[config.mk]
export PLATFORM = sky130hd
export DESIGN_NAME = operand_fetch
export DESIGN_NICKNAME = d
export VERILOG_FILES = /design/src/rtl/omega8_pkg.sv /design/src/rtl/omega8_scoreboard.sv /design/src/rtl/operand_fetch.sv
export SDC_FILE = /design/constraint.sdc
export NUM_CORES = 1
export LEC_CHECK = 0
export ABC_AREA = 1
export CELL_PAD_IN_SITES_DETAIL_PLACEMENT = 0
export CELL_PAD_IN_SITES_GLOBAL_PLACEMENT = 1
export CORE_AREA = 2 2 97 99
export DETAILED_ROUTE_END_ITERATION = 6
export DIE_AREA = 0 0 99 101
export PLACE_DENSITY_LB_ADDON = 0.1
export SLEW_MARGIN = 10
export SYNTH_ARGS = -nofsm -noshare
export SYNTH_HDL_FRONTEND = slang
export SYNTH_HIERARCHICAL = 1
export SYNTH_SLANG_ARGS = --single-unit
[constraint.sdc]
create_clock -name i_clk -period 2.4 [get_ports i_clk]
set_clock_uncertainty 0.05 [all_clocks]
set_input_delay 0.72 -clock i_clk [delete_from_list [all_inputs] [get_ports i_clk]]
set_output_delay 0.72 -clock i_clk [all_outputs]
set_load 0.01 [all_outputs]
[src/rtl/omega8_pkg.sv]
// Shared definitions for the omega8 operand-fetch slice: default widths
// and the fetch FSM state encoding.
package omega8_pkg;

    localparam int DATA_W   = 8;
    localparam int ADDR_W   = 3;
    localparam int NUM_REGS = 8;

    typedef enum logic [1:0] {
        ST_IDLE  = 2'd0,
        ST_CHECK = 2'd1,
        ST_DATA  = 2'd2,
        ST_VALID = 2'd3
    } fetch_state_e;

endpackage

[src/rtl/omega8_scoreboard.sv]
// Pending-write scoreboard: one bit per register, set at handoff of a writing
// instruction, cleared by writeback; three combinational lookup ports.
module omega8_scoreboard
    import omega8_pkg::*;
#(
    parameter int ADDR_W   = omega8_pkg::ADDR_W,
    parameter int NUM_REGS = omega8_pkg::NUM_REGS
) (
    input  logic              i_clk,
    input  logic              i_rst,
    input  logic              i_set_en,
    input  logic [ADDR_W-1:0] i_set_addr,
    input  logic              i_clr_en,
    input  logic [ADDR_W-1:0] i_clr_addr,
    input  logic [ADDR_W-1:0] i_look_addr_a,
    input  logic [ADDR_W-1:0] i_look_addr_b,
    input  logic [ADDR_W-1:0] i_look_addr_c,
    output logic              o_busy_a,
    output logic              o_busy_b,
    output logic              o_busy_c
);

    logic [NUM_REGS-1:0] pending_q;

    // NOTE: pending_q is control state, not storage -- every bit must be reset
    // or a stale bit would stall the first reader forever.
    always_ff @(posedge i_clk or posedge i_rst) begin
        if (i_rst) begin
            pending_q <= '0;
        end else begin
            for (int i = 0; i < NUM_REGS; i++) begin
                // Set has priority so a same-edge writeback cannot lose a new claim.
                if (i_set_en && i_set_addr == ADDR_W'(i)) begin
                    // NOTE: non-blocking assignment keeps every flop sampling pre-edge values.
                    pending_q[i] <= 1'b1;
                end else if (i_clr_en && i_clr_addr == ADDR_W'(i)) begin
                    pending_q[i] <= 1'b0;
                end
            end
        end
    end

    always_comb begin
        // NOTE: defaults first so no path through the loop leaves an output unassigned.
        o_busy_a = 1'b0;
        o_busy_b = 1'b0;
        o_busy_c = 1'b0;
        for (int i = 0; i < NUM_REGS; i++) begin
            if (i_look_addr_a == ADDR_W'(i)) o_busy_a = pending_q[i];
            if (i_look_addr_b == ADDR_W'(i)) o_busy_b = pending_q[i];
            if (i_look_addr_c == ADDR_W'(i)) o_busy_c = pending_q[i];
        end
    end

endmodule

[src/rtl/operand_fetch.sv]
// Operand fetch stage: accepts an instruction, waits out RAW/WAW hazards,
// reads the register file, forwards writeback data and hands operands to execute.
module operand_fetch
    import omega8_pkg::*;
#(
    parameter int DATA_W   = omega8_pkg::DATA_W,
    parameter int ADDR_W   = omega8_pkg::ADDR_W,
    parameter int NUM_REGS = omega8_pkg::NUM_REGS
) (
    input  logic              i_clk,
    input  logic              i_rst,
    input  logic              i_instr_valid,
    output logic              o_instr_ready,
    input  logic [ADDR_W-1:0] i_rs1,
    input  logic [ADDR_W-1:0] i_rs2,
    input  logic [ADDR_W-1:0] i_rd,
    input  logic              i_wr_en,
    output logic [ADDR_W-1:0] o_rf_r_address1,
    output logic [ADDR_W-1:0] o_rf_r_address2,
    output logic              o_rf_read,
    input  logic [DATA_W-1:0] i_rf_data1,
    input  logic [DATA_W-1:0] i_rf_data2,
    output logic [ADDR_W-1:0] o_rf_w_address,
    output logic [DATA_W-1:0] o_rf_w_data,
    output logic              o_rf_write,
    output logic              o_op_valid,
    input  logic              i_op_ready,
    output logic [DATA_W-1:0] o_op_a,
    output logic [DATA_W-1:0] o_op_b,
    output logic [ADDR_W-1:0] o_op_rd,
    output logic              o_op_wr_en,
    input  logic              i_wb_valid,
    input  logic [ADDR_W-1:0] i_wb_rd,
    input  logic [DATA_W-1:0] i_wb_data
);

    fetch_state_e state_q, state_d;

    logic [ADDR_W-1:0] rs1_q, rs2_q, rd_q;
    logic              wr_en_q;
    logic              fwd1_q, fwd2_q;
    logic [DATA_W-1:0] fwd_data_q;

    logic accept, read_fire, op_load, handoff;
    logic busy_rs1, busy_rs2, busy_rd, hazard;
    logic wb_hit1, wb_hit2;

    assign hazard  = busy_rs1 | busy_rs2 | (wr_en_q & busy_rd);
    assign wb_hit1 = i_wb_valid && (i_wb_rd == rs1_q);
    assign wb_hit2 = i_wb_valid && (i_wb_rd == rs2_q);

    always_ff @(posedge i_clk or posedge i_rst) begin
        if (i_rst) state_q <= ST_IDLE;
        else       state_q <= state_d;
    end

    always_comb begin
        state_d   = state_q;
        accept    = 1'b0;
        read_fire = 1'b0;
        op_load   = 1'b0;
        handoff   = 1'b0;
        unique case (state_q)
            ST_IDLE: begin
                if (i_instr_valid) begin
                    accept  = 1'b1;
                    state_d = ST_CHECK;
                end
            end
            ST_CHECK: begin
                if (!hazard) begin
                    read_fire = 1'b1;
                    state_d   = ST_DATA;
                end
            end
            ST_DATA: begin
                op_load = 1'b1;
                state_d = ST_VALID;
            end
            ST_VALID: begin
                if (i_op_ready) begin
                    handoff = 1'b1;
                    state_d = ST_IDLE;
                end
            end
            default: state_d = ST_IDLE;
        endcase
    end

    assign o_instr_ready   = (state_q == ST_IDLE);
    assign o_op_valid      = (state_q == ST_VALID);
    assign o_rf_read       = read_fire;
    assign o_rf_r_address1 = read_fire ? rs1_q : '0;
    assign o_rf_r_address2 = read_fire ? rs2_q : '0;

    // Writeback is a pure pass-through to the register file write port.
    assign o_rf_write     = i_wb_valid;
    assign o_rf_w_address = i_wb_rd;
    assign o_rf_w_data    = i_wb_data;

    always_ff @(posedge i_clk or posedge i_rst) begin
        if (i_rst) begin
            rs1_q   <= '0;
            rs2_q   <= '0;
            rd_q    <= '0;
            wr_en_q <= 1'b0;
        end else if (accept) begin
            rs1_q   <= i_rs1;
            rs2_q   <= i_rs2;
            rd_q    <= i_rd;
            wr_en_q <= i_wr_en;
        end
    end

    // A writeback on the read edge lands after the file was sampled, so the
    // register file returns the old value; remember the bypass for DATA.
    always_ff @(posedge i_clk or posedge i_rst) begin
        if (i_rst) begin
            fwd1_q     <= 1'b0;
            fwd2_q     <= 1'b0;
            fwd_data_q <= '0;
        end else if (read_fire) begin
            fwd1_q     <= wb_hit1;
            fwd2_q     <= wb_hit2;
            fwd_data_q <= i_wb_data;
        end
    end

    // A writeback during DATA is newer than anything captured on the read edge.
    always_ff @(posedge i_clk or posedge i_rst) begin
        if (i_rst) begin
            o_op_a     <= '0;
            o_op_b     <= '0;
            o_op_rd    <= '0;
            o_op_wr_en <= 1'b0;
        end else if (op_load) begin
            o_op_a     <= wb_hit1 ? i_wb_data : (fwd1_q ? fwd_data_q : i_rf_data1);
            o_op_b     <= wb_hit2 ? i_wb_data : (fwd2_q ? fwd_data_q : i_rf_data2);
            o_op_rd    <= rd_q;
            o_op_wr_en <= wr_en_q;
        end
    end

    omega8_scoreboard #(
        .ADDR_W   (ADDR_W),
        .NUM_REGS (NUM_REGS)
    ) u_scoreboard (
        .i_clk         (i_clk),
        .i_rst         (i_rst),
        .i_set_en      (handoff & o_op_wr_en),
        .i_set_addr    (o_op_rd),
        .i_clr_en      (i_wb_valid),
        .i_clr_addr    (i_wb_rd),
        .i_look_addr_a (rs1_q),
        .i_look_addr_b (rs2_q),
        .i_look_addr_c (rd_q),
        .o_busy_a      (busy_rs1),
        .o_busy_b      (busy_rs2),
        .o_busy_c      (busy_rd)
    );

endmodule

==> results.py, run 1 <==
metrics = {
    "hold_path": {
        "hold_path.class": "flop to flop",
        "holdPathEnd": "o_op_b[6]",
        "hp-start": "o_op_b[6]",
        "whs_path_depth": 2,
    },
    "sta": {
        "maxSlewHeadroom_pct": 63.8,
        "setup_ws_ps": -299,
        "fmax_ghz": 0.371,
        "min_period_over_period_pct": 112,
        "setup_violations": 7,
        "fin_setup_tns_ps": -1640,
        "rsz0062_at_grt": "true",
        "tightest_slew_ps": 543,
        "hold_viol": 0,
        "layout_min_cycle_time_ps": 2700,
        "slew_viol_final": 0,
    },
    "pwr": {
        "leakage_nw": 2.15,
        "p_per_area_nw_per_um2": 1180,
        "max-vdd-ir-drop_uv": 428,
    },
    "placement": {
        "place_area_um2": 4030,
        "io_buffer_count": 82,
        "dp_hpwl_um": 6370,
        "dp_cells": 613,
        "gp_congestion": 0.790,
        "dp_slack_ps": -309,
    },
    "outcome": {
        "status": "finished, violations left",
        "failed_checks": "setup timing",
    },
    "global_route": {
        "gr-usage-all-layers_pct": 18.3,
        "grt-ovfl-total": 0,
        "grt_max_degree": 43,
        "grt_pass1_vias": 2869,
        "grt_pass1_wl_um": 14400,
        "antenna_found_initial": 0,
    },
    "cts": {
        "clock_path_buffers": 2,
        "cts_sinks": 50,
        "cts_buffers": 5,
        "htreeDepth": 2,
        "clk_latency_ps": 300,
        "clk_pin_slew_ps": 90,
        "cts-root-buf": "clkbuf_8",
        "cts_tree": "built",
    },
    "setup_path": {
        "critPathMaxFanout": 5,
        "cp.required_ps": 1630,
        "cp.arrival_ps": 1930,
        "regToRegSetupSlack_ps": 510,
        "crit_type": "flop to output port",
        "cp-end-kind": "output port",
        "r2r_end": "fwd2_q",
        "ff2ff_path_depth": 12,
        "crit_path_start_kind": "flop",
        "reg2reg_from": "rs1_q[2]",
    },
    "die": {
        "core_area_um2": 8980,
        "io_pins": 83,
        "chipHeight_um": 101,
        "die_w_um": 99,
        "start_util_pct": 33.3,
        "die_area_um2": 10000,
        "fp-row-count": 35,
    },
    "synth": {
        "syn_area_per_cell_um2": 7.18,
        "yosysWarnings": 6,
        "synth_common_cells": "146 x nand2_1, 50 x dfrtp_1, 45 x inv_1",
        "synth_area_leaders": "dfrtp_1 42%, nand2_1 18%, nand3_1 5.9%",
        "synthCells": 416,
        "yosysMostFrequentCell": "nand2_1",
        "async_flop_share_pct": 100,
        "synth_area_um2": 2990,
        "ys_ff_latch": 50,
        "synth_top_flop_cell": "dfrtp_1",
        "synth_edf_count": 0,
        "synth.largest_area_cell": "dfrtp_1",
        "synth_nets": 463,
        "netlist.area_leader.share_pct": 41.9,
        "ys_types": 21,
        "ys_seq_area_share_pct": 41.9,
    },
    "cells_and_area": {
        "nets": 568,
        "finalInstanceArea_um2": 4200,
        "drive_above_1_share_pct": 15.0,
        "antennaDiodeCount": 0,
        "final_cells": 632,
        "syn_to_final_growth_pct": 40.5,
        "fin_util_pct": 46.8,
    },
    "route": {
        "wl_um": 8810,
        "drtIter0Drc": 141,
        "via_per_inst": 4.67,
        "first_pass_iters": 5,
        "drcViolationCount": 0,
        "drtAntennaViolNets": 0,
        "drt-wirelength-per-cell_um": 13.9,
        "vias": 2951,
    },
    "flow_run": {
        "max_cap_violations": 0,
    },
}
-- cell families (layout without fill, tap and decap cells) --
kind of cell | Yosys count | in the layout | synth area share, %
buffers and inverters | 75 | 180 | 11.3
and+or+nand+nor | 233 | 233 | 34.8
muxes | 4 | 4 | 1.51
DFF | 50 | 50 | 41.9
AOI/OAI and AO/OA | 49 | 49 | 8.38
adders and majority gates | 5 | 5 | 2.09
-- through the flow --
stage	power, W	hold slack (ps)
final	0.00494	436
after global routing	0.00542	466
after CTS	0.00490	440
after detailed placement	0.00431	415
after global placement	0.00428	416
after floorplan	0.00313	409
-- metal layers --
metal,track usage [%],vias to the layer above,part of all wire (%)
li1,-,1498,-
met3,3.19,12,4.7
met1,23.0,1368,44
met2,32.5,73,50
met4,4.43,0,1.3
met5,0,-,0
-- final cells by class --
type	instances	area (µm²)
Clock buffer	6	72.6
Clock inverter	1	7.51
Fill cell	933	4780
Inverter	53	199
Multi-Input combinational cell	291	1420
Sequential cell	50	1250
Tap cell	111	139
Timing Repair Buffer	120	1110
-- power by group --
| group | leakage [nW] | switching [W] | internal (W) |
|---|---|---|---|
| Sequential | 0.615 | 0.000398 | 0.00124 |
| Combinational | 1.50 | 0.00147 | 0.00134 |
| Clock | 0.0373 | 0.000294 | 0.000201 |
| Total | 2.15 | 0.00216 | 0.00278 |
-- timing repair --
item | in CTS | in global routing
resized for setup | 44 | 9
setup buffers | 8 | 4
setup endpoints to repair | 20 | 7
pin swaps | 3 | 3
hold buffers | 0 | 0
-- flip-flops by register name, indices dropped and copies added, names as in the netlist, 2 cells and up --
name	flops
rd_q	3
fwd_data_q	8
rs2_q	3
state_q	2
rs1_q	3
o_op_a	8
o_op_rd	3
u_scoreboard/pending_q	8
o_op_b	8
-- worst max-delay path by stage --
stage | start | end | slack, ps
2_1_floorplan | rs2_q[2] | o_rf_r_address1[0] | 210
3_3_place_gp | rs2_q[2] | o_rf_read | -250
3_5_place_dp | rs1_q[2] | o_rf_read | -310
4_1_cts | rs1_q[2] | o_rf_read | -380
5_1_grt | rs1_q[2] | o_rf_read | -450
6_report | rs1_q[2] | o_rf_read | -300
-- placed cells by master (no fill, tap or decap) --
cell and n:
mux2_1 4, o21ai_1 13, nand3_1 35, nand2_4 2, clkdlybuf4s50_1 62, clkbuf_1 1, a21oi_1 6, buf_12 2
nand2_2 6, nor2_4 1, inv_1 45, clkinvlp_4 1, inv_2 8, buf_4 31, nand3_4 1, buf_2 5
nand2_1 146, o21ai_0 28, nor2_1 28, nor2_8 4, dfrtp_1 49, ha_1 5, nor2_2 4, dlygate4sd2_1 13
clkdlybuf4s15_2 1, o31ai_1 1, nand4_1 6, o211ai_1 1, clkbuf_8 5, dfrtp_2 1, buf_6 6
-- worst max-delay path: stages (launching register included) --
cell and delay [ps]:
dfrtp_2 450, buf_4 140, nand2_1 50, nand4_1 80, nand2_1 80, nor2_1 50
nor2_2 150, nand3_4 120, buf_4 160, buf_6 100, inv_2 30, clkdlybuf4s15_2 200
(Power assumes the default switching activity.)
==> run 2, diff against run 1 <==
--- a/config.mk
+++ b/config.mk
@@ -9,9 +9,11 @@
 export CELL_PAD_IN_SITES_DETAIL_PLACEMENT = 0
 export CELL_PAD_IN_SITES_GLOBAL_PLACEMENT = 1
 export CORE_AREA = 2 2 97 99
+export CTS_CLUSTER_SIZE = 30
 export DETAILED_ROUTE_END_ITERATION = 6
 export DIE_AREA = 0 0 99 101
 export PLACE_DENSITY_LB_ADDON = 0.1
+export SETUP_SLACK_MARGIN = 0.1
 export SLEW_MARGIN = 10
 export SYNTH_ARGS = -nofsm -noshare
 export SYNTH_HDL_FRONTEND = slang
==> run 2 against run 1 <==
Effect of this change:
- the run still ends with setup timing left
- utilization is essentially flat
- wire length is essentially flat
- die area is the same
- critical path depth is the same
- sequential share of layout area is essentially flat
- cell count is the same
- maximum frequency is essentially flat
- global-route usage is the same
- sequential power is essentially flat
- first-iteration DRC count is the same
- via count shrank 0.58%
- largest cell class unchanged
==> results.py, run 2 (same netlist as run 1, synthesis figures left out) <==
metrics = {
    "outcome": {
        "status": "finished, violations left",
        "failed_checks": "setup timing",
    },
    "cells_and_area": {
        "final_cells": 632,
        "syn_to_final_growth_pct": 40.7,
        "final_cell_mix": "146 x nand2_1, 60 x clkdlybuf4s50_1, 49 x dfrtp_1, 45 x inv_1, 35 x nand3_1",
        "nets": 568,
        "drive_above_1_share_pct": 15.2,
        "fin_util_pct": 46.8,
        "antennaDiodeCount": 0,
        "mostFrequentLayoutCell": "nand2_1",
    },
    "flow_run": {
        "max_cap_violations": 0,
    },
    "route": {
        "first_pass_iters": 6,
        "vias": 2934,
        "drt-wirelength-per-cell_um": 13.9,
        "drtIter0Drc": 141,
        "wl_um": 8810,
        "drcViolationCount": 0,
        "drtAntennaViolNets": 0,
        "via_per_inst": 4.64,
    },
    "pwr": {
        "max-vdd-ir-drop_uv": 428,
        "power.total_w": 0.00494,
        "power_frac_seq_pct": 33.2,
        "p_sw_w": 0.00216,
        "leakage_nw": 2.16,
        "p_per_area_nw_per_um2": 1180,
        "internal-power_w": 0.00278,
        "clkPwrFrac_pct": 10.0,
        "swShare_pct": 43.7,
        "p_comb_share_pct": 56.8,
    },
    "die": {
        "io_pins": 83,
        "chipHeight_um": 101,
        "core_area_um2": 8980,
        "die_w_um": 99,
        "fp-row-count": 35,
        "die_area_um2": 10000,
        "start_util_pct": 33.3,
    },
    "sta": {
        "hold_slack_ps": 436,
        "setup_violations": 7,
        "fmax_ghz": 0.371,
        "rsz0062_at_grt": "true",
        "tightest_slew_ps": 543,
        "min_period_over_period_pct": 112,
        "hold_viol": 0,
        "setup_ws_ps": -297,
        "maxSlewHeadroom_pct": 63.8,
        "slew_viol_final": 0,
        "layout_min_cycle_time_ps": 2700,
        "fin_setup_tns_ps": -1630,
    },
    "placement": {
        "gp_congestion": 0.790,
        "dp_cells": 613,
        "io_buffer_count": 82,
        "dp_hpwl_um": 6370,
    },
    "global_route": {
        "grt-ovfl-total": 0,
        "gr-usage-all-layers_pct": 18.3,
        "grt_pass1_wl_um": 14400,
        "grt_max_degree": 43,
        "antenna_found_initial": 0,
        "grt_pass1_vias": 2869,
    },
    "setup_path": {
        "critPathMaxStageDelay_ps": 450,
        "cp-end-kind": "output port",
        "critical_path.top_delay_family": "buffers and inverters",
        "crit_type": "flop to output port",
        "slowest_stage": "dfrtp_2",
        "crit_buf_inv": 5,
        "path_cells": "buf_4 > nand2_1 > nand4_1 > nand2_1 > nor2_1 > nor2_2 > nand3_4 > buf_4 > buf_6 > inv_2 > clkdlybuf4s15_2",
        "critPathMaxFanout": 5,
        "cp.arrival_ps": 1930,
        "cp.required_ps": 1630,
        "crit_path_start_kind": "flop",
    },
    "cts": {
        "clk_pin_slew_ps": 90,
        "clk_latency_ps": 300,
        "htreeDepth": 2,
        "cts_hold_buf": 0,
        "cts_sinks": 50,
        "cts-root-buf": "clkbuf_8",
        "cts_tree": "built",
        "cts_buffers": 5,
        "clock_path_buffers": 2,
    },
    "hold_path": {
        "hold_path.class": "flop to flop",
    },
}
-- run 2: cell count changes in the layout (fill, tap and decap cells not counted) --
cell	delta
clkdlybuf4s15_2	+1
clkdlybuf4s50_1	-2
dlymetal6s2s_1	+1
-- run 2: power by group through the flow --
stage               Sequential, W  Combinational, W  Clock (W)
global route              0.00170           0.00317   0.000548
floorplan                 0.00159           0.00154          0
detailed placement        0.00166           0.00265          0
CTS                       0.00164           0.00274   0.000517
global placement          0.00165           0.00263          0
finish                    0.00164           0.00280   0.000495
-- run 2: final timing paths --
path,start,to,slack (ps),cells after the start
max in group asynchronous,i_rst,rs1_q[2],1290,3
max reg2reg,rs1_q[2],fwd2_q,510,12
min in group asynchronous,i_rst,u_scoreboard/pending_q[2],630,2
min reg2reg,o_op_b[6],o_op_b[6],440,2
min,o_op_b[6],o_op_b[6],440,2
max,rs1_q[2],o_rf_read,-300,11
-- run 2: cell type report --
type                       count  area (µm²)
clock buffer                   6        72.6
clock inverter                 1        7.51
fill                         930        4770
inverter                      53         199
multi-input combinational    291        1420
sequential                    50        1250
tap                          111         139
timing repair buffer         120        1110
-- run 2: per-stage QoR --
stage / instance area (µm²) / worst slack [ps]
detailed placement: 4030 / -309
CTS: 4150 / -383
global route: 4200 / -453
global placement: 4030 / -254
finish: 4200 / -297
floorplan: 2990 / 213
-- run 2: layer usage --
metal	wire (µm)	GRT usage [%]
met5	0	0
met3	353	3.19
met4	110	4.43
met1	3960	23.0
met2	4380	32.5
-- run 2: worst min-delay path, delay by kind of cell (launching register included) --
kind	cells	cell delay [ps]
and+or+nand+nor	2	100
DFF	1	350
-- run 2: timing repair --
item,4_1_cts,5_1_grt
buffers inserted,8,4
pin swaps,3,3
gates resized for setup,47,10
endpoints found under the setup margin,21,8
endpoints found under the hold margin,0,0
==> run 3, diff against run 2 <==
--- a/config.mk
+++ b/config.mk
@@ -8,11 +8,12 @@
 export ABC_AREA = 1
 export CELL_PAD_IN_SITES_DETAIL_PLACEMENT = 0
 export CELL_PAD_IN_SITES_GLOBAL_PLACEMENT = 1
-export CORE_AREA = 2 2 97 99
+export CORE_AREA = 2 2 116 84
 export CTS_CLUSTER_SIZE = 30
 export DETAILED_ROUTE_END_ITERATION = 6
-export DIE_AREA = 0 0 99 101
+export DIE_AREA = 0 0 118 86
 export PLACE_DENSITY_LB_ADDON = 0.1
+export REMOVE_ABC_BUFFERS = 1
 export SETUP_SLACK_MARGIN = 0.1
 export SLEW_MARGIN = 10
 export SYNTH_ARGS = -nofsm -noshare
==> constraint.sdc (replaced) <==
create_clock -name i_clk -period 2.4 [get_ports i_clk]
set_clock_uncertainty 0.05 [all_clocks]
set_input_delay 0.48 -clock i_clk [delete_from_list [all_inputs] [get_ports i_clk]]
set_output_delay 0.48 -clock i_clk [all_outputs]
set_load 0.01 [all_outputs]
==> run 3 against run 2 <==
Effect of this change:
- the flow now finishes without violations
- via count is 2.5% lower
- die area is 1.5% higher
- largest power group unchanged
- cell count is 0.32% lower
- critical path type unchanged
- total power is 2.6% higher
==> results.py, run 3 (same netlist as run 1, synthesis figures left out) <==
metrics = {
    "cells_and_area": {
        "antennaDiodeCount": 0,
        "drive_above_1_share_pct": 12.6,
        "nets": 553,
        "syn_to_final_growth_pct": 38.6,
        "fillCellCount": 934,
        "finalInstanceArea_um2": 4140,
        "final_cell_mix": "146 x nand2_1, 75 x clkdlybuf4s50_1, 48 x dfrtp_1, 44 x inv_1, 35 x nand3_1",
        "register_area_um2": 1250,
        "fin_util_pct": 46.2,
        "multi_input_area_um2": 1410,
        "mostFrequentLayoutCell": "nand2_1",
    },
    "setup_path": {
        "cp.required_ps": 1870,
        "path_cells": "inv_2 > nand2_1 > nand3_1 > nand2_1 > nor2_1 > nor2_1 > nor2_2 > nand3_4 > buf_6 > buf_6 > inv_2 > buf_6",
        "crit_buf_inv": 5,
        "crit_path_start_kind": "flop",
        "critPathMaxStageDelay_ps": 440,
        "critPathMaxFanout": 6,
        "cp.arrival_ps": 1810,
        "slowest_stage": "dfrtp_2",
        "regToRegSetupSlack_ps": 380,
        "cpMostUsedCell": "buf_6",
        "crit_type": "flop to output port",
        "critical_path.top_delay_family": "simple AND/OR/NAND/NOR gates",
        "cp-end-kind": "output port",
    },
    "global_route": {
        "grt-ovfl-total": 0,
        "grt_pass1_wl_um": 14100,
        "gr-usage-all-layers_pct": 17.8,
        "grt_pass1_vias": 2769,
        "antenna_found_initial": 0,
        "grt_max_degree": 43,
    },
    "cts": {
        "clk_latency_ps": 290,
        "htreeDepth": 2,
        "cts_buffers": 5,
        "cts-root-buf": "clkbuf_16",
        "clk_pin_slew_ps": 70,
        "cts_tree": "built",
        "clock_path_buffers": 2,
        "cts_sinks": 50,
    },
    "route": {
        "drt-wirelength-per-cell_um": 13.9,
        "drtAntennaViolNets": 0,
        "drtIter0Drc": 124,
        "wl_um": 8730,
        "first_pass_iters": 5,
        "drcViolationCount": 0,
        "vias": 2861,
        "via_per_inst": 4.54,
    },
    "sta": {
        "min_period_over_period_pct": 97.6,
        "fmax_ghz": 0.427,
        "hold_slack_ps": 416,
        "hold_viol": 0,
        "tightest_slew_ps": 563,
        "setup_violations": 0,
        "slew_viol_final": 0,
        "layout_min_cycle_time_ps": 2340,
        "rsz0062_at_grt": "true",
        "maxSlewHeadroom_pct": 62.5,
    },
    "pwr": {
        "p_per_area_nw_per_um2": 1220,
        "internal-power_w": 0.00289,
        "power.total_w": 0.00507,
        "swShare_pct": 43.0,
        "max-vdd-ir-drop_uv": 557,
        "power_frac_seq_pct": 32.7,
        "leakage_nw": 2.08,
        "p_sw_w": 0.00218,
        "clkPwrFrac_pct": 13.9,
        "p_comb_share_pct": 53.4,
    },
    "placement": {
        "place_area_um2": 3940,
        "io_buffer_count": 82,
        "dp_hpwl_um": 6370,
        "gp_congestion": 0.815,
    },
    "die": {
        "die_w_um": 118,
        "fp-row-count": 29,
        "die_area_um2": 10100,
        "core_area_um2": 8960,
        "start_util_pct": 33.3,
        "io_pins": 83,
        "chipHeight_um": 86,
    },
    "flow_run": {
        "max_cap_violations": 0,
    },
    "outcome": {
        "status": "finished clean",
    },
    "hold_path": {
        "hold_path.class": "input port to async pin",
    },
}
==> run 3: changes by cell type in the layout (fill, tap and decap cells not counted), moves of 2 or more <==
cell             before  now
clkdlybuf4s50_1      60   75
clkdlybuf4s15_2       2    0
buf_4                31   20
dlygate4sd2_1        13    0
clkbuf_16             0    5
buf_6                 6    3
clkbuf_8              5    0
==> run 3: area by class of cell <==
class / instances / share of cell area [%]
clock buffers: 5 / 3.02
clock inverters: 2 / 0.332
inverters: 53 / 4.80
multi-input cells: 291 / 34.0
flip-flops and latches: 50 / 30.3
well taps: 124 / 3.75
repair buffers: 105 / 23.8
==> run 3: path summary, 6_finish.rpt <==
check / start / endpoint / cells past startpoint
worst max-delay path: rs2_q[2] / o_rf_read / 12
min in group i_clk: o_op_a[1] / o_op_a[1] / 2
worst min-delay path: i_rst / u_scoreboard/pending_q[4] / 2
worst min register to register: o_op_a[1] / o_op_a[1] / 2
max in group asynchronous: i_rst / rs2_q[2] / 3
worst max register to register: rs2_q[2] / state_q[0] / 15
==> run 3: layer usage <==
| layer | GRT usage [%] | up-vias | wire length [µm] |
|---|---|---|---|
| li1 | - | 1470 | - |
| met4 | 3.29 | 0 | 66 |
| met1 | 27.2 | 1302 | 4580 |
| met5 | 0 | - | 0 |
| met2 | 25.8 | 82 | 3490 |
| met3 | 3.66 | 7 | 597 |
==> run 3: metrics by stage <==
stage	cells	TNS, ps	worst slack (ps)
global route	630	-310	-73.5
floorplan	394	0	362
global placement	614	-284	-96.4
finish	630	0	58.1
CTS	628	0	66.0
detailed placement	614	-625	-150
==> run 3: repair_timing <==
item,4_1_cts,5_1_grt
gates resized for setup,26,10
setup buffers,7,2
hold buffers,0,0
setup endpoints to repair,7,7
pin swaps,2,2
==> run 3: power groups by stage <==
stage          Clock (W)  Sequential, W  Combinational, W
6_report        0.000704        0.00166           0.00270
5_1_grt         0.000768        0.00172           0.00305
4_1_cts         0.000726        0.00165           0.00271
3_5_place_dp           0        0.00166           0.00255
3_3_place_gp           0        0.00166           0.00253
2_1_floorplan          0        0.00164           0.00141
